==> config.mk <==
export PLATFORM = sky130hd
export DESIGN_NAME = dmem_arbiter
export DESIGN_NICKNAME = d
export VERILOG_FILES = /design/src/rtl/dmem_arbiter.sv
export SDC_FILE = /design/constraint.sdc
export NUM_CORES = 1
export LEC_CHECK = 0
export ABC_CLOCK_PERIOD_IN_PS = 2400
export BUFFER_PORTS_ARGS = -buffer_cell sky130_fd_sc_hd__buf_4
export CAP_MARGIN = 20
export CORE_MARGIN = 4
export CORE_UTILIZATION = 43
export CTS_CLUSTER_SIZE = 10
export DETAILED_ROUTE_END_ITERATION = 10
export PLACE_DENSITY = 0.87
export SETUP_SLACK_MARGIN = 0.4
export SLEW_MARGIN = 10
export SYNTH_ARGS = -nofsm -noshare
export SYNTH_HDL_FRONTEND = slang
export SYNTH_SLANG_ARGS = --single-unit
==> constraint.sdc <==
create_clock -name clk -period 2.4 [get_ports clk]
set_clock_uncertainty 0.15 [all_clocks]
set_input_delay 0.48 -clock clk [delete_from_list [all_inputs] [get_ports clk]]
set_output_delay 0.48 -clock clk [all_outputs]
set_load 0.02 [all_outputs]
==> src/rtl/dmem_arbiter.sv <==
`default_nettype none
// +----------------------------------------------------------------------------+
// | Module : dmem_arbiter                                                      |
// | Two-port round-robin arbiter and load/store sequencer in front of dmem,    |
// | with alignment/range checking, byte-lane steering and load extension.      |
// | Rev    : 1.0                                                               |
// +----------------------------------------------------------------------------+
module dmem_arbiter #(
  parameter int MEM_BYTES = 128
) (
  input  logic        clk,
  input  logic        rst_n,
  input  logic [1:0]  req,
  input  logic [1:0]  we,
  input  logic [3:0]  size,
  input  logic [1:0]  uns,
  input  logic [63:0] addr,
  input  logic [63:0] wdata,
  output logic [1:0]  ack,
  output logic        err,
  output logic [31:0] rdata,
  output logic [31:0] daddr,
  output logic [31:0] dwdata,
  output logic [3:0]  dwe,
  input  logic [31:0] drdata
);

  localparam logic [31:0] c_mem_limit = 32'(MEM_BYTES);

  typedef enum logic [1:0] {
    S_IDLE   = 2'd0,
    S_ACCESS = 2'd1,
    S_RESP   = 2'd2
  } state_t;

  state_t      r_state;
  logic        r_last_grant;
  logic        r_grant;
  logic        r_we;
  logic        r_uns;
  logic [1:0]  r_size;

  logic        w_gnt;
  logic        w_we;
  logic        w_uns;
  logic [1:0]  w_size;
  logic [31:0] w_addr;
  logic [31:0] w_wdata;
  logic        w_bad;
  logic [3:0]  w_dwe;
  logic [31:0] w_dwdata;
  logic [7:0]  w_byte;
  logic [15:0] w_half;
  logic [31:0] w_ext;

  // A lone requester wins outright; a tie goes to the port not served last.
  assign w_gnt   = (req == 2'b10) ? 1'b1 :
                   (req == 2'b01) ? 1'b0 : ~r_last_grant;
  assign w_we    = w_gnt ? we[1]         : we[0];
  assign w_uns   = w_gnt ? uns[1]        : uns[0];
  assign w_size  = w_gnt ? size[3:2]     : size[1:0];
  assign w_addr  = w_gnt ? addr[63:32]   : addr[31:0];
  assign w_wdata = w_gnt ? wdata[63:32]  : wdata[31:0];

  assign w_bad = (w_size == 2'b11)
               | ((w_size == 2'b01) & w_addr[0])
               | ((w_size == 2'b10) & (|w_addr[1:0]))
               | (w_addr >= c_mem_limit);

  always_comb begin
    w_dwe    = 4'b0000;
    w_dwdata = w_wdata;
    case (w_size)
      2'b00: begin
        w_dwe    = 4'b0001 << w_addr[1:0];
        w_dwdata = {4{w_wdata[7:0]}};
      end
      2'b01: begin
        w_dwe    = 4'b0011 << w_addr[1:0];
        w_dwdata = {2{w_wdata[15:0]}};
      end
      default: begin
        w_dwe    = 4'b1111;
        w_dwdata = w_wdata;
      end
    endcase
    if (!w_we) w_dwe = 4'b0000;
  end

  // daddr still holds the latched address during ACCESS, so its low bits pick the lane.
  assign w_byte = drdata[{daddr[1:0], 3'b000} +: 8];
  assign w_half = drdata[{daddr[1], 4'b0000} +: 16];

  always_comb begin
    w_ext = drdata;
    case (r_size)
      2'b00:   w_ext = {{24{~r_uns & w_byte[7]}}, w_byte};
      2'b01:   w_ext = {{16{~r_uns & w_half[15]}}, w_half};
      default: w_ext = drdata;
    endcase
  end

  always_ff @(posedge clk or negedge rst_n) begin
    if (!rst_n) begin
      r_state      <= S_IDLE;
      r_last_grant <= 1'b1;
      r_grant      <= 1'b0;
      r_we         <= 1'b0;
      r_uns        <= 1'b0;
      r_size       <= 2'b00;
      ack          <= 2'b00;
      err          <= 1'b0;
      rdata        <= 32'h0;
      daddr        <= 32'h0;
      dwdata       <= 32'h0;
      dwe          <= 4'b0000;
    end else begin
      ack <= 2'b00;
      dwe <= 4'b0000;
      case (r_state)
        S_IDLE: begin
          if (|req) begin
            r_grant      <= w_gnt;
            r_last_grant <= w_gnt;
            r_we         <= w_we;
            r_uns        <= w_uns;
            r_size       <= w_size;
            if (w_bad) begin
              r_state <= S_RESP;
              ack     <= w_gnt ? 2'b10 : 2'b01;
              err     <= 1'b1;
              rdata   <= 32'h0;
            end else begin
              r_state <= S_ACCESS;
              err     <= 1'b0;
              daddr   <= w_addr;
              dwdata  <= w_dwdata;
              dwe     <= w_dwe;
            end
          end
        end
        S_ACCESS: begin
          r_state <= S_RESP;
          ack     <= r_grant ? 2'b10 : 2'b01;
          rdata   <= r_we ? 32'h0 : w_ext;
        end
        S_RESP: begin
          r_state <= S_IDLE;
        end
        default: begin
          r_state <= S_IDLE;
        end
      endcase
    end
  end

endmodule
`default_nettype wire

After elaboration in Yosys (flattened, before gate mapping)
Index checks and enable logic that the tools add are counted.

Input port bits: 172. Memories kept: 0. Logic and storage cells: 72. Output and inout port bits: 103. Latch bits: 0. Register bits after elaboration: 111. Bits in writable memories: 0. Bits in read-only memories: 0.

Muxes and demuxes: 27. Reductions and logical operators: 9. Bitwise operators: 10. Add/subtract/negate cells: 0. Shifts and indexed selects: 4. Order comparisons: 1. Equality and inequality tests: 9. Multiply operators: 0. Div/mod/pow operators: 0.

Operators with widths (count): one-hot mux 32 bit (2 select lines) (3); two-way mux 32 bit (5); greater-or-equal comparator 32 x 8 -> 1 bit, second input constant (1); indexed part select 32 x 6 -> 16 bit (1); indexed part select 32 x 6 -> 8 bit (1); two-way mux 4 bit (4); two-way mux 2 bit (7); equality test 2 x 1 -> 1 bit, second input constant (4); one-hot mux 2 bit (2 select lines) (2); one-hot mux 4 bit (2 select lines) (1); equality test 2 bit, second input constant (3); zero test 2 bit (3); AND reduction 3 bit (2); two-way mux 1 bit (5); AND 1 bit (4); != test 2 bit, second input constant (2); OR reduction 2 bit (2); << shifter 1 x 2 -> 4 bit, first input constant (1); << shifter 2 x 2 -> 4 bit, first input constant (1); NOT 1 bit (3); OR 1 bit (3); AND reduction 2 bit (1); nonzero test 2 bit (1).

Longest topological paths before layout
Word-level depth: 12. Mapped depth: 10. Depth with buffers taken out: 6.

Least setup slack after synthesis
No wires, ideal clock.

Path type: reg2reg. Start point: reg r_last_grant. End point: reg daddr[0]. Data required time: 2.125 ns. Setup slack: -0.236 ns. Path buffers: 3. Period minus slack after synthesis: 2.636 ns. Cell stages (with the launch flop): 10. Setup time: 0.125 ns. Data arrival time: 2.361 ns. Path through: dfstp_2 nor2b_1 buf_2 a21o_1 mux2_4 o221a_2 nor3_4 buf_6 buf_8 mux2_4.

Cells in the longest elaborated chain, start to end: 11.

RTL lines: start: declaration (RTL line 37) `logic r_last_grant;`; start signal: assignment (RTL line 124) `r_last_grant <= w_gnt;`; NOT 1 bit * (RTL line 58) `(req == 2'b01) ? 1'b0 : ~r_last_grant;`; two-way mux 1 bit * (RTL line 58); two-way mux 1 bit * (RTL line 57) `assign w_gnt = (req == 2'b10) ? 1'b1 :`; branches (longest 8 deep; another with greater-or-equal comparator 32 x 8 -> 1 bit); end signal: assignment (RTL line 136) `daddr <= w_addr;`; end: declaration (RTL line 22) `output logic [31:0] daddr,`.

Every way passes the cells marked *. A chain may end at the register's enable or synchronous reset.

Final worst setup path
Start point: reg r_last_grant. End point: reg dwdata[17].

Cells in the longest elaborated chain, start to end: 11.

RTL lines: NOT 1 bit * (RTL line 58); two-way mux 1 bit * (RTL line 58); two-way mux 1 bit * (RTL line 57); branches (longest 8 deep; another with greater-or-equal comparator 32 x 8 -> 1 bit); end signal: assignment (RTL line 137) `dwdata <= w_dwdata;`; end: declaration (RTL line 23) `output logic [31:0] dwdata,`.

Marks and branches as above.

==> metrics.txt <==
antenna cells=0; Min-Delay Path Class=primary input to register; CP Capture Type=register; ys flop type=dfrtp_1; largest net degree at the start of global routing=42; vias in the first global route=6331; Hold Crit Depth=3; most numerous cell in the Yosys netlist=dfrtp_1; GRT Util Overall=26.2%; cell area power density=529 nW/um^2; crit path kind=register to register; Ports=275; top post-synthesis cells by area=dfrtp_1, o21ai_0, mux4_2; DR vias/cell=5.68; Worst Setup SP=r_last_grant; Tightest Pin Transition=0.582 ns; failing checks=negative setup slack; DP Wirelength=about 15 mm; Worst slew margin=61.2%; setup ws final=-0.173 ns; Synth Instances=580; met2 WL=10.7 mm; Syn Nets=752; TritonCTS Buffers=9; Iter 0 DRT Violations=520; die footprint=15600 um^2; synth unique cells=47; Synth Register Bits=111; first-pass GRT wire length=33.0 mm; f_max=389 MHz; max layer used=met4; Post-synth EDFFs=0; via count=6104; Max-cap violations=0; Synth area leader=dfrtp_1; core box area=13300 um^2; Die Wd=125 um; initial antenna violation count=0; CTS Buffer Depth=2; PortBufs=between 200 and 300; Worst Path Arrival=roughly 2.7 ns; total power=4980 uW; Post-Syn Area=5880 um^2; ANT nets after route=0; Final period util=107%; layout net count=1065; Reg2Reg Setup Slack=-0.17 ns; crit path launch type=register; Yosys top cell area share=around 47%; critical path fanouts, max=6; Pre-Repair DR Iteration Count=5; Initial Utilization=44.2%; area grow syn2layout=60.2%; Met3 Routed Length=2.10 mm; CTS tree=done; RR Startpoint=r_last_grant; DR WL/cell=19.8 um; share of cells above drive strength 1=about half; GRT overflow=0; Post-Route WL=21.3 mm; HP Start=drdata[24]; Clk Latency, worst-skew pair=between 0.3 and 0.4 ns; row count=42; routability cong.=0.881; Synth warnings=0; clock-pin slew on the worst setup and hold paths=0.08 ns; Clk Tree Root Cell=clkbuf_16; Final Util=70.8%; Final Hold Vio Count=0; asr flop ratio synth=100%; # DRC=0; Seq/Total Area, Yosys=a little under half; WL met1=7.90 mm; CTS Sinks=111; RSZ-0062 raised after global routing=yes; outcome=finished with violations; Final Max Tran Viols=0; Syn Area/Cell=between 10 and 15 um^2; Die Ht=between 100 and 150 um; post-layout minimum cycle time=2.57 ns; synth cell count leaders=dfrtp_1, nand2_1, o21ai_0; WP data required=roughly 2.5 ns; count of final setup violators=65; leakage power=around 0.0046 uW; R2R cell count=8; H-tree depth=3; Peak supply drop=about 280 uV
==> worst max-delay path: stages (launching register included) <==
cell and delay, ns:
dfstp_2 0.56, nor2b_4 0.22, a21o_4 0.12, mux2_4 0.30, o221a_4 0.30, nor3_4 0.15, buf_6 0.18, clkbuf_16 0.17
mux2_4 0.30
==> placed cells by master, fill, tap and decap left out, types with 3 or more instances in the layout <==
| master | n |
|---|---|
| buf_4 | 320 |
| dfrtp_1 | 110 |
| nand2_1 | 94 |
| o21ai_0 | 49 |
| mux2_4 | 40 |
| nor2b_1 | 27 |
| inv_1 | 23 |
| o21ai_1 | 21 |
| mux4_2 | 17 |
| o21a_1 | 16 |
| nor2_1 | 14 |
| clkbuf_16 | 12 |
| nor4_1 | 10 |
| buf_6 | 10 |
| o22ai_1 | 9 |
| a211oi_1 | 9 |
| o21ai_2 | 7 |
| a221o_1 | 7 |
| a31oi_1 | 7 |
| o221ai_1 | 7 |
| a211oi_2 | 7 |
| buf_12 | 7 |
| nor3_2 | 4 |
| o21ba_4 | 4 |
| a21oi_1 | 4 |
| a21oi_2 | 3 |
| nor3_1 | 3 |
| a211oi_4 | 3 |
| nand2b_1 | 3 |
| or2_2 | 3 |
==> cell families (layout without fill, tap and decap cells) <==
family	Yosys count	after routing	share of synthesized area, %
flip-flops	111	111	47.3
multiplexers	59	59	15.2
XOR/XNOR	1	1	0.149
AND/OR/NAND/NOR	175	175	13.9
AO/OA/AOI/OAI	167	170	18.3
buffers and inverters	67	382	5.15
==> state kept, by name, summed over array words and instances (netlist names), 2 cells and up <==
| signal | count |
|---|---|
| daddr | 32 |
| rdata | 32 |
| ack | 2 |
| r_state | 2 |
| r_size | 2 |
| dwe | 4 |
| dwdata | 32 |
==> metrics by stage <==
stage	TNS, ns	hold WS, ns	worst slack, ns	cell area, um^2	instances
floorplan	-2.45	0.0344	-0.126	5970	580
global placement	-32.82	0.309	-0.372	8470	1041
detailed placement	-38.67	0.312	-0.487	8470	1041
CTS	-12.50	0.209	-0.241	9180	1071
global route	-13.99	0.239	-0.268	9410	1074
finish	-7.12	0.224	-0.173	9410	1074
==> per-layer routing <==
| metal | track usage [%] | up-vias |
|---|---|---|
| li1 | - | 2715 |
| met5 | 0 | - |
| met1 | 31.8 | 2952 |
| met3 | 7.29 | 57 |
| met2 | 44.5 | 380 |
| met4 | 10.4 | 0 |
==> final cells by class <==
class	instances	area [um^2]
Clock buffer	10	239
Sequential cell	111	2780
Clock inverter	6	92.6
Tap cell	176	220
Timing Repair Buffer	343	2800
Multi-Input combinational cell	405	3200
Fill cell	949	3880
Inverter	23	86.3
==> power breakdown <==
group          internal, uW  switching, uW
Combinational           678            701
Clock                   952            710
Sequential             1900           32.8
Total                  3530           1440
==> what timing repair did <==
item | in CTS | in global routing
cloned | 5 | 3
setup endpoints to repair | 109 | 107
hold buffers | 1 | 0
buffers inserted | 8 | 0
pin swaps | 6 | 13
gates resized for setup | 70 | 47
endpoints found under the hold margin | 38 | 0
==> final timing paths <==
path	end
setup reg to reg	dwdata[17]
max in group asynchronous	r_last_grant
setup / recovery	dwdata[17]
hold / removal	rdata[24]
min in group asynchronous	daddr[19]
hold reg to reg	r_last_grant
Power figures use the tool's default switching activity.
